**config.mk**
```make
export PLATFORM = sky130hd
export DESIGN_NAME = uart_tx_arbiter_flat
export DESIGN_NICKNAME = d
export VERILOG_FILES = /design/src/rtl/uart_tx_arbiter_if.sv /design/src/rtl/uart_tx_arbiter.sv /design/src/flat_wrapper.sv
export SDC_FILE = /design/constraint.sdc
export NUM_CORES = 1
export LEC_CHECK = 0
export CORE_MARGIN = 2
export CORE_UTILIZATION = 57
export DETAILED_ROUTE_END_ITERATION = 10
export PLACE_DENSITY = 0.84
export SYNTH_ARGS = -nofsm -noshare
export SYNTH_HDL_FRONTEND = slang
export SYNTH_SLANG_ARGS = --single-unit
```
**constraint.sdc**
```tcl
create_clock -name clk -period 1.8 [get_ports clk]
set_input_delay 0.54 -clock clk [delete_from_list [all_inputs] [get_ports clk]]
set_output_delay 0.54 -clock clk [all_outputs]
set_load 0.02 [all_outputs]
```
**src/rtl/uart_tx_arbiter_if.sv**
```systemverilog
// rtl/uart_tx_arbiter_if.sv - byte-source, UART handshake and status signals of uart_tx_arbiter
interface uart_tx_arbiter_if;
    logic       kb_valid;
    logic [7:0] kb_data;
    logic       sw_valid;
    logic [7:0] sw_data;
    logic       tx_busy;
    logic       tx_start;
    logic [7:0] tx_data;
    logic       kb_full;
    logic       sw_full;
    logic       kb_drop;
    logic       sw_drop;
    logic       idle;

    modport master (
        output kb_valid, kb_data, sw_valid, sw_data, tx_busy,
        input  tx_start, tx_data, kb_full, sw_full, kb_drop, sw_drop, idle
    );

    modport slave (
        input  kb_valid, kb_data, sw_valid, sw_data, tx_busy,
        output tx_start, tx_data, kb_full, sw_full, kb_drop, sw_drop, idle
    );
endinterface

```
**src/rtl/uart_tx_arbiter.sv**
```systemverilog
// rtl/uart_tx_arbiter.sv - two per-source byte FIFOs granted round-robin onto one UART transmitter
module uart_tx_arbiter #(
    parameter int DEPTH     = 4,
    parameter int BUSY_WAIT = 8
) (
    input  logic              clk,
    input  logic              reset,
    uart_tx_arbiter_if.slave  bus
);
    localparam int AW = $clog2(DEPTH);
    localparam int PW = AW + 1;
    localparam int CW = $clog2(BUSY_WAIT) + 1;

    typedef enum logic [1:0] {IDLE, START, WAIT_BUSY, WAIT_DONE} state_t;

    logic [7:0]    kb_mem_q [DEPTH];
    logic [7:0]    sw_mem_q [DEPTH];
    logic [PW-1:0] kb_wr_q, kb_rd_q, sw_wr_q, sw_rd_q;
    logic          kb_drop_q, sw_drop_q;

    state_t        state_q;
    logic          tx_start_q;
    logic [7:0]    tx_data_q;
    logic [CW-1:0] cnt_q, cnt_d;
    logic          last_sw_q;

    logic kb_empty, sw_empty, kb_full, sw_full;
    logic kb_push, sw_push, kb_pop, sw_pop;
    logic grant_en, grant_kb;
    logic [7:0] kb_head, sw_head;

    // Extra pointer bit distinguishes full from empty when the low bits match.
    assign kb_empty = (kb_wr_q == kb_rd_q);
    assign sw_empty = (sw_wr_q == sw_rd_q);
    assign kb_full  = (kb_wr_q[AW] != kb_rd_q[AW]) && (kb_wr_q[AW-1:0] == kb_rd_q[AW-1:0]);
    assign sw_full  = (sw_wr_q[AW] != sw_rd_q[AW]) && (sw_wr_q[AW-1:0] == sw_rd_q[AW-1:0]);

    assign kb_head = kb_mem_q[kb_rd_q[AW-1:0]];
    assign sw_head = sw_mem_q[sw_rd_q[AW-1:0]];

    assign grant_en = (state_q == IDLE) && !bus.tx_busy && (!kb_empty || !sw_empty);
    assign grant_kb = !kb_empty && (sw_empty || last_sw_q);

    assign kb_pop  = grant_en && grant_kb;
    assign sw_pop  = grant_en && !grant_kb;
    // Fullness is judged before this cycle's pop, so a push into a full FIFO is lost.
    assign kb_push = bus.kb_valid && !kb_full;
    assign sw_push = bus.sw_valid && !sw_full;

    assign cnt_d = cnt_q + CW'(1);

    always_ff @(posedge clk) begin
        if (kb_push) kb_mem_q[kb_wr_q[AW-1:0]] <= bus.kb_data;
        if (sw_push) sw_mem_q[sw_wr_q[AW-1:0]] <= bus.sw_data;
    end

    always_ff @(posedge clk) begin
        if (reset) begin
            kb_wr_q   <= '0;
            kb_rd_q   <= '0;
            sw_wr_q   <= '0;
            sw_rd_q   <= '0;
            kb_drop_q <= 1'b0;
            sw_drop_q <= 1'b0;
        end else begin
            if (kb_push) kb_wr_q <= kb_wr_q + PW'(1);
            if (sw_push) sw_wr_q <= sw_wr_q + PW'(1);
            if (kb_pop)  kb_rd_q <= kb_rd_q + PW'(1);
            if (sw_pop)  sw_rd_q <= sw_rd_q + PW'(1);
            if (bus.kb_valid && kb_full) kb_drop_q <= 1'b1;
            if (bus.sw_valid && sw_full) sw_drop_q <= 1'b1;
        end
    end

    always_ff @(posedge clk) begin
        if (reset) begin
            state_q    <= IDLE;
            tx_start_q <= 1'b0;
            tx_data_q  <= 8'h00;
            cnt_q      <= '0;
            last_sw_q  <= 1'b1;
        end else begin
            tx_start_q <= 1'b0;
            case (state_q)
                IDLE: begin
                    if (grant_en) begin
                        tx_data_q  <= grant_kb ? kb_head : sw_head;
                        last_sw_q  <= !grant_kb;
                        cnt_q      <= '0;
                        tx_start_q <= 1'b1;
                        state_q    <= START;
                    end
                end
                START: state_q <= WAIT_BUSY;
                WAIT_BUSY: begin
                    // A transmitter that never raises busy must not stall the arbiter.
                    if (bus.tx_busy) begin
                        state_q <= WAIT_DONE;
                    end else begin
                        cnt_q <= cnt_d;
                        if (cnt_d == CW'(BUSY_WAIT - 1)) state_q <= IDLE;
                    end
                end
                WAIT_DONE: if (!bus.tx_busy) state_q <= IDLE;
                default: state_q <= IDLE;
            endcase
        end
    end

    assign bus.tx_start = tx_start_q;
    assign bus.tx_data  = tx_data_q;
    assign bus.kb_full  = kb_full;
    assign bus.sw_full  = sw_full;
    assign bus.kb_drop  = kb_drop_q;
    assign bus.sw_drop  = sw_drop_q;
    assign bus.idle     = (state_q == IDLE) && kb_empty && sw_empty;
endmodule
```
**src/flat_wrapper.sv**
```systemverilog
// flat-port wrapper written by rule: the top's interface ports become plain ports
module uart_tx_arbiter_flat 
#(
    parameter int DEPTH     = 4,
    parameter int BUSY_WAIT = 8
)
  (clk, reset, bus_kb_valid, bus_kb_data, bus_sw_valid, bus_sw_data, bus_tx_busy, bus_tx_start, bus_tx_data, bus_kb_full, bus_sw_full, bus_kb_drop, bus_sw_drop, bus_idle);
  uart_tx_arbiter_if bus_i ();
  input  logic clk;
  input  logic reset;
  input wire logic [$bits(bus_i.kb_valid)-1:0] bus_kb_valid;
  input wire logic [$bits(bus_i.kb_data)-1:0] bus_kb_data;
  input wire logic [$bits(bus_i.sw_valid)-1:0] bus_sw_valid;
  input wire logic [$bits(bus_i.sw_data)-1:0] bus_sw_data;
  input wire logic [$bits(bus_i.tx_busy)-1:0] bus_tx_busy;
  output wire logic [$bits(bus_i.tx_start)-1:0] bus_tx_start;
  output wire logic [$bits(bus_i.tx_data)-1:0] bus_tx_data;
  output wire logic [$bits(bus_i.kb_full)-1:0] bus_kb_full;
  output wire logic [$bits(bus_i.sw_full)-1:0] bus_sw_full;
  output wire logic [$bits(bus_i.kb_drop)-1:0] bus_kb_drop;
  output wire logic [$bits(bus_i.sw_drop)-1:0] bus_sw_drop;
  output wire logic [$bits(bus_i.idle)-1:0] bus_idle;
  assign bus_i.kb_valid = bus_kb_valid;
  assign bus_i.kb_data = bus_kb_data;
  assign bus_i.sw_valid = bus_sw_valid;
  assign bus_i.sw_data = bus_sw_data;
  assign bus_i.tx_busy = bus_tx_busy;
  assign bus_tx_start = bus_i.tx_start;
  assign bus_tx_data = bus_i.tx_data;
  assign bus_kb_full = bus_i.kb_full;
  assign bus_sw_full = bus_i.sw_full;
  assign bus_kb_drop = bus_i.kb_drop;
  assign bus_sw_drop = bus_i.sw_drop;
  assign bus_idle = bus_i.idle;
  uart_tx_arbiter #(.DEPTH(DEPTH), .BUSY_WAIT(BUSY_WAIT)) u_core (.clk(clk), .reset(reset), .bus(bus_i));
endmodule
```
## Yosys cells after proc, flatten, opt, wreduce, memory -nomap -nowiden

Memories as Yosys holds them, arrays and structs flattened. A register that Yosys moved wholly into a read port is not among the register bits.
Cells that the tools add are included.

- Input port bits: 21
- Output and inout bits: 14
- Memories kept: 2
- Bits in registers: 30
- Logic and storage cells: 78
- Bits in writable memories: 64

- Muxes and demuxes: 18
- $add $sub $neg: 5
- Bitwise gates (word level): 1
- Equality and inequality tests: 14
- Reductions and logical operators: 27

Memories:

| memory | words | width | rd ports | clocked after Yosys merged registers in | write ports | RTL line | text |
|---|---|---|---|---|---|---|---|
| u_core.kb_mem_q | 4 | 8 | 1 | 1 | 1 | uart_tx_arbiter.sv:16 | `logic [7:0] kb_mem_q [DEPTH];` |
| u_core.sw_mem_q | 4 | 8 | 1 | 1 | 1 | uart_tx_arbiter.sv:17 | `logic [7:0] sw_mem_q [DEPTH];` |

Operators with widths:

| cell | number |
|---|---|
| 2-bit 2-to-1 mux | 8 |
| 1-bit logical AND | 13 |
| 3-bit by 1-bit adder with 3-bit output, second input constant | 4 |
| 4-bit 2-to-1 mux | 2 |
| 8-bit 2-to-1 mux | 1 |
| 2-bit one-hot mux with 4 select lines | 1 |
| 4-bit one-hot mux with 2 select lines | 1 |
| 3-bit == test | 2 |
| 1-bit zero test | 6 |
| 3-bit AND reduction | 2 |
| 1-bit 2-to-1 mux | 5 |
| 4-bit by 1-bit adder with 4-bit output, second input constant | 1 |
| 2-bit == test | 2 |
| 2-bit == test, second input constant | 2 |
| 4-bit by 3-bit == test with 1-bit output, second input constant | 1 |
| 2-bit != test, second input constant | 2 |
| 3-bit by 2-bit != test with 1-bit output, second input constant | 1 |
| 2-bit by 1-bit == test with 1-bit output, second input constant | 1 |
| 2-bit zero test | 1 |
| 1-bit logical OR | 2 |
| 1-bit != test | 2 |
| 2-bit by 1-bit != test with 1-bit output, second input constant | 1 |
| 2-bit AND reduction | 1 |
| 2-bit nonzero test | 1 |
| 2 further kinds | 2 |

## Logic depth before layout (Yosys ltp)

- Depth after elaboration: 7
- Depth in mapped cells: 6
- Depth with buffers taken out: 5

## Worst setup path before layout

Ideal clock, no wire load.

- Path type: flip-flop to output port
- From: reg u_core.sw_wr_q[0]
- To: out bus_idle
- Required time: 1.260 ns
- Slack: -0.208 ns
- Cell stages (with the launch flop): 4
- Buffers on the path: 0
- Arrival: 1.468 ns
- Cells stage by stage: dfxtp_1 > xnor2_2 > nand3_2 > nor4_1

- Cells in the longest elaborated chain, start to end: 2

Ends and longest elaborated chain:

| what | RTL line | text |
|---|---|---|
| start: declaration | uart_tx_arbiter.sv:18 | `logic [PW-1:0] kb_wr_q, kb_rd_q, sw_wr_q, sw_rd_q;` |
| start signal: assignment | uart_tx_arbiter.sv:67 | `if (sw_push) sw_wr_q <= sw_wr_q + PW'(1);` |
| 3-bit == test | uart_tx_arbiter.sv:34 | `assign sw_empty = (sw_wr_q == sw_rd_q);` |
| 1-bit logical AND | uart_tx_arbiter.sv:116 | `assign bus.idle = (state_q == IDLE) && kb_empty && sw_empty;` |
| end: declaration | flat_wrapper.sv:22 | `output wire logic [$bits(bus_i.idle)-1:0] bus_idle;` |

No other way between the ends.

## Final worst setup path

Same ends and word-level chain as after synthesis.

==> results.json <==
{
  "status": "finished with violations",
  "violations": "setup timing",
  "worst_setup_path_start_kind": "register",
  "routedWlPerCell_um": 17.6,
  "dominant_combinational_cell_family_by_area_after_synthesis": "simple AND/OR/NAND/NOR gates",
  "synthesis.yosys.warnings": 0,
  "post-route-drc-count": 0,
  "crit_buf_inv": 1,
  "number_of_inserted_diodes": 0,
  "overflow": 0,
  "master_cell_of_the_clock_root_buffer": "sky130_fd_sc_hd__clkbuf_8",
  "finalSetupTns_ns": -0.347,
  "critical_path_required_ns": 1.26,
  "place_worst_setup_slack_ns": -0.355,
  "post_synth_instance_area_um2": 4020,
  "clock_latency_of_the_later_clocked_register_in_the_worst_skew_pair_ns": 0.36,
  "critical_path.cell_chain": "xnor2_2 -> nand3_2 -> nor4_2 -> buf_4",
  "holdCritPathClass": "reg -> reg",
  "syn2layout_area_growth_pct": 28.7,
  "detail_route.vias_per_cell": 5.38,
  "synth_edf_count": 64,
  "final-max-slew-violation-count": 0,
  "static_leakage_nw": 1.97,
  "crit_arrival_ns": 1.43,
  "synth_nets": 297,
  "ctsHtreeMaxLevel": 3,
  "maxSlewHeadroom_pct": 72.7,
  "fin_crit_ns": 1.97,
  "finalCoreUtilization_pct": 76.2,
  "synthMuxAreaShare_pct": 9.46,
  "critPathMaxFanout": 2,
  "critical_path_class": "reg -> out",
  "synth_simple_gate_area_share_pct": 10.1,
  "syn_area_per_cell_um2": 15.2,
  "clock_skew_ns": 0.00914,
  "grt_start_max_net_pins": 24,
  "clock_sink_count": 98,
  "place.detailed.hpwl_mm": 5.36,
  "postSynthCellCount": 264,
  "synth-async-reset-ratio_pct": 0,
  "antenna_violations_before_repair": 0,
  "critPathSlowestCell": "sky130_fd_sc_hd__dfxtp_2",
  "most_instantiated_flip_flop_cell_in_the_synthesis_netlist": "sky130_fd_sc_hd__edfxtp_1",
  "setup.worst_path.end_class": "primary output",
  "first_pass_grt_wire_length_mm": 11.8,
  "p_per_area_nw_per_um2": 1020,
  "number_of_flip_flops_and_latches_in_the_synthesized_netlist": 98,
  "design.die.area_um2": 7740,
  "place.gp.congestion": 0.776,
  "totalPowerFinal_mw": 5.26,
  "io_buffer_count": 34,
  "slowest_delay_ns": 0.34,
  "first_global_vias": 2532,
  "synth-seq-area-share_pct": 64.7,
  "fp.dieH_um": 88.0,
  "tritoncts.num_buffers": 9,
  "start_util_pct": 59.2,
  "placeableCoreArea_um2": 6790,
  "final.fill_count": 390,
  "drtIter0Drc": 151,
  "whs_ns": 0.467,
  "worst_slew_pin_slew_ns": 0.408,
  "grt_setup_unrepaired": "true",
  "final_net_count": 388,
  "final_min_period_over_clock_period_pct": 109,
  "drt_wl_total_mm": 8.04,
  "ys_types": 43,
  "clock_tree.buffer_depth": 2,
  "drt_pass1_iterations": 4,
  "timing_hold_violations_final": 0,
  "setup_viol": 3,
  "floorplan.die.width_um": 88.0,
  "max_frequency_mhz": 508,
  "std_cell_rows": 30,
  "cts_tree": "done",
  "grt.total_usage_pct": 21.2,
  "cap_violations": 0,
  "post_synth_fa_ha_maj_area_fraction_pct": 3.73,
  "clk_transition_reported_paths_ns": 0.09,
  "antenna_violating_nets_post_route": 0,
  "synth-compound-area-share_pct": 5.51,
  "vdd_drop_max_mv": 0.714,
  "vias": 2454,
  "final_layout_size_suffix_gt1_share_pct": 35.3,
  "cp_top_family": "flip-flops",
  "io_pins": 35,
  "finalWorstSetupSlack_ns": -0.168,
  "synth_xor_area_share_pct": 4.45
}
[Yosys cell counts, drive strengths merged, types with 6 or more instances]
| library cell | n | share of area (%) |
|---|---|---|
| ha | 12 | 3.7 |
| inv | 8 | 0.75 |
| a22oi | 8 | 1.5 |
| buf | 6 | 0.87 |
| dfxtp | 34 | 17 |
| edfxtp | 64 | 48 |
| mux4 | 16 | 9.0 |
| nand2 | 12 | 1.1 |
| nor2 | 25 | 2.3 |
| nand3b | 9 | 1.7 |
| and2 | 8 | 1.3 |
| a21oi | 9 | 1.1 |
| xnor2 | 12 | 3.4 |
[sequential cells by signal (all words and copies together), names as in the netlist, 3 cells and up, named ones only]
signal              flops
u_core.sw_rd_q          3
u_core.kb_mem_q        32
u_core.sw_mem_q        32
u_core.kb_wr_q          3
u_core.sw_wr_q          3
u_core.cnt_q            4
u_core.kb_rd_q          3
u_core.bus.tx_data      8
[per-stage QoR]
stage          cell area, µm²  cells
2_1_floorplan            4030    264
3_3_place_gp             4830    430
3_5_place_dp             4830    430
4_1_cts                  5070    451
5_1_grt                  5180    456
6_report                 5180    456
[tightest hold or removal path, cell delays in order (launching register included)]
cell and delay, ns:
sky130_fd_sc_hd__dfxtp_1 0.32, sky130_fd_sc_hd__nand3b_1 0.07, sky130_fd_sc_hd__nand2_1 0.04
[repair_timing]
| action | 4_1_cts | 5_1_grt |
|---|---|---|
| setup endpoints to repair | 14 | 35 |
| setup buffers | 5 | 5 |
| pin swaps | 5 | 7 |
| gates resized for setup | 41 | 16 |
| hold buffers | 0 | 0 |
[power breakdown]
group          switching [mW]  internal, mW  total [mW]
clock                   0.740         0.499        1.24
combinational           0.663         0.678        1.34
sequential             0.0971          2.58        2.68
total                    1.50          3.76        5.26
[kinds of logic (layout without fill, tap and decap cells)]
group           Yosys count  count (layout)
fa+ha+maj                12              12
buf+inv                  18             114
compound gates           28              28
mux                      18              18
flops                    98              98
xor+xnor                 17              17
simple gates             73              73
[cells in the final DEF (no fill, tap or decap), types with 3 or more instances in the layout]
cell type and instances:
sky130_fd_sc_hd__and2_1 7, sky130_fd_sc_hd__dlygate4sd2_1 11, sky130_fd_sc_hd__dfxtp_2 9, sky130_fd_sc_hd__a22oi_2 6, sky130_fd_sc_hd__nand3b_1 9, sky130_fd_sc_hd__dfxtp_1 24
sky130_fd_sc_hd__clkbuf_8 9, sky130_fd_sc_hd__xnor2_2 6, sky130_fd_sc_hd__clkdlybuf4s50_1 19, sky130_fd_sc_hd__buf_4 53, sky130_fd_sc_hd__buf_12 4, sky130_fd_sc_hd__nand3_1 4
sky130_fd_sc_hd__mux4_2 16, sky130_fd_sc_hd__xor2_1 3, sky130_fd_sc_hd__a31oi_4 3, sky130_fd_sc_hd__ha_1 12, sky130_fd_sc_hd__nand2_1 12, sky130_fd_sc_hd__xnor2_1 6
sky130_fd_sc_hd__nor2_1 25, sky130_fd_sc_hd__edfxtp_1 64, sky130_fd_sc_hd__a21oi_1 9, sky130_fd_sc_hd__inv_1 8
[per-layer routing]
metal / track usage (%) / vias to the layer above / share of wire [%]
li1: - / 1159 / -
met1: 25.9 / 1239 / 42
met2: 36.8 / 44 / 53
met3: 5.66 / 12 / 3.7
met4: 6.57 / 0 / 1.1
met5: 0 / - / 0
[final timing paths]
check / start / to / slack, ns / cells after the start
worst max-delay path: u_core.sw_wr_q[0] / bus_idle / -0.17 / 4
worst min register to register: u_core.bus.tx_data[0] / u_core.bus.tx_data[0] / 0.47 / 2
worst max register to register: u_core.kb_rd_q[0] / u_core.bus.tx_data[5] / 0 / 8
worst min-delay path: u_core.bus.tx_data[0] / u_core.bus.tx_data[0] / 0.47 / 2
[area by class of cell]
cell class                      instances  area (µm²)  area share (%)
Sequential cell                        98        2620            50.6
Multi-Input combinational cell        148        1440            27.8
Timing Repair Buffer                   90         800            15.4
Clock buffer                            9         124            2.39
Tap cell                               96         120            2.32
Clock inverter                          7        45.0           0.870
Inverter                                8        30.0           0.580
(Power assumes the default switching activity.)
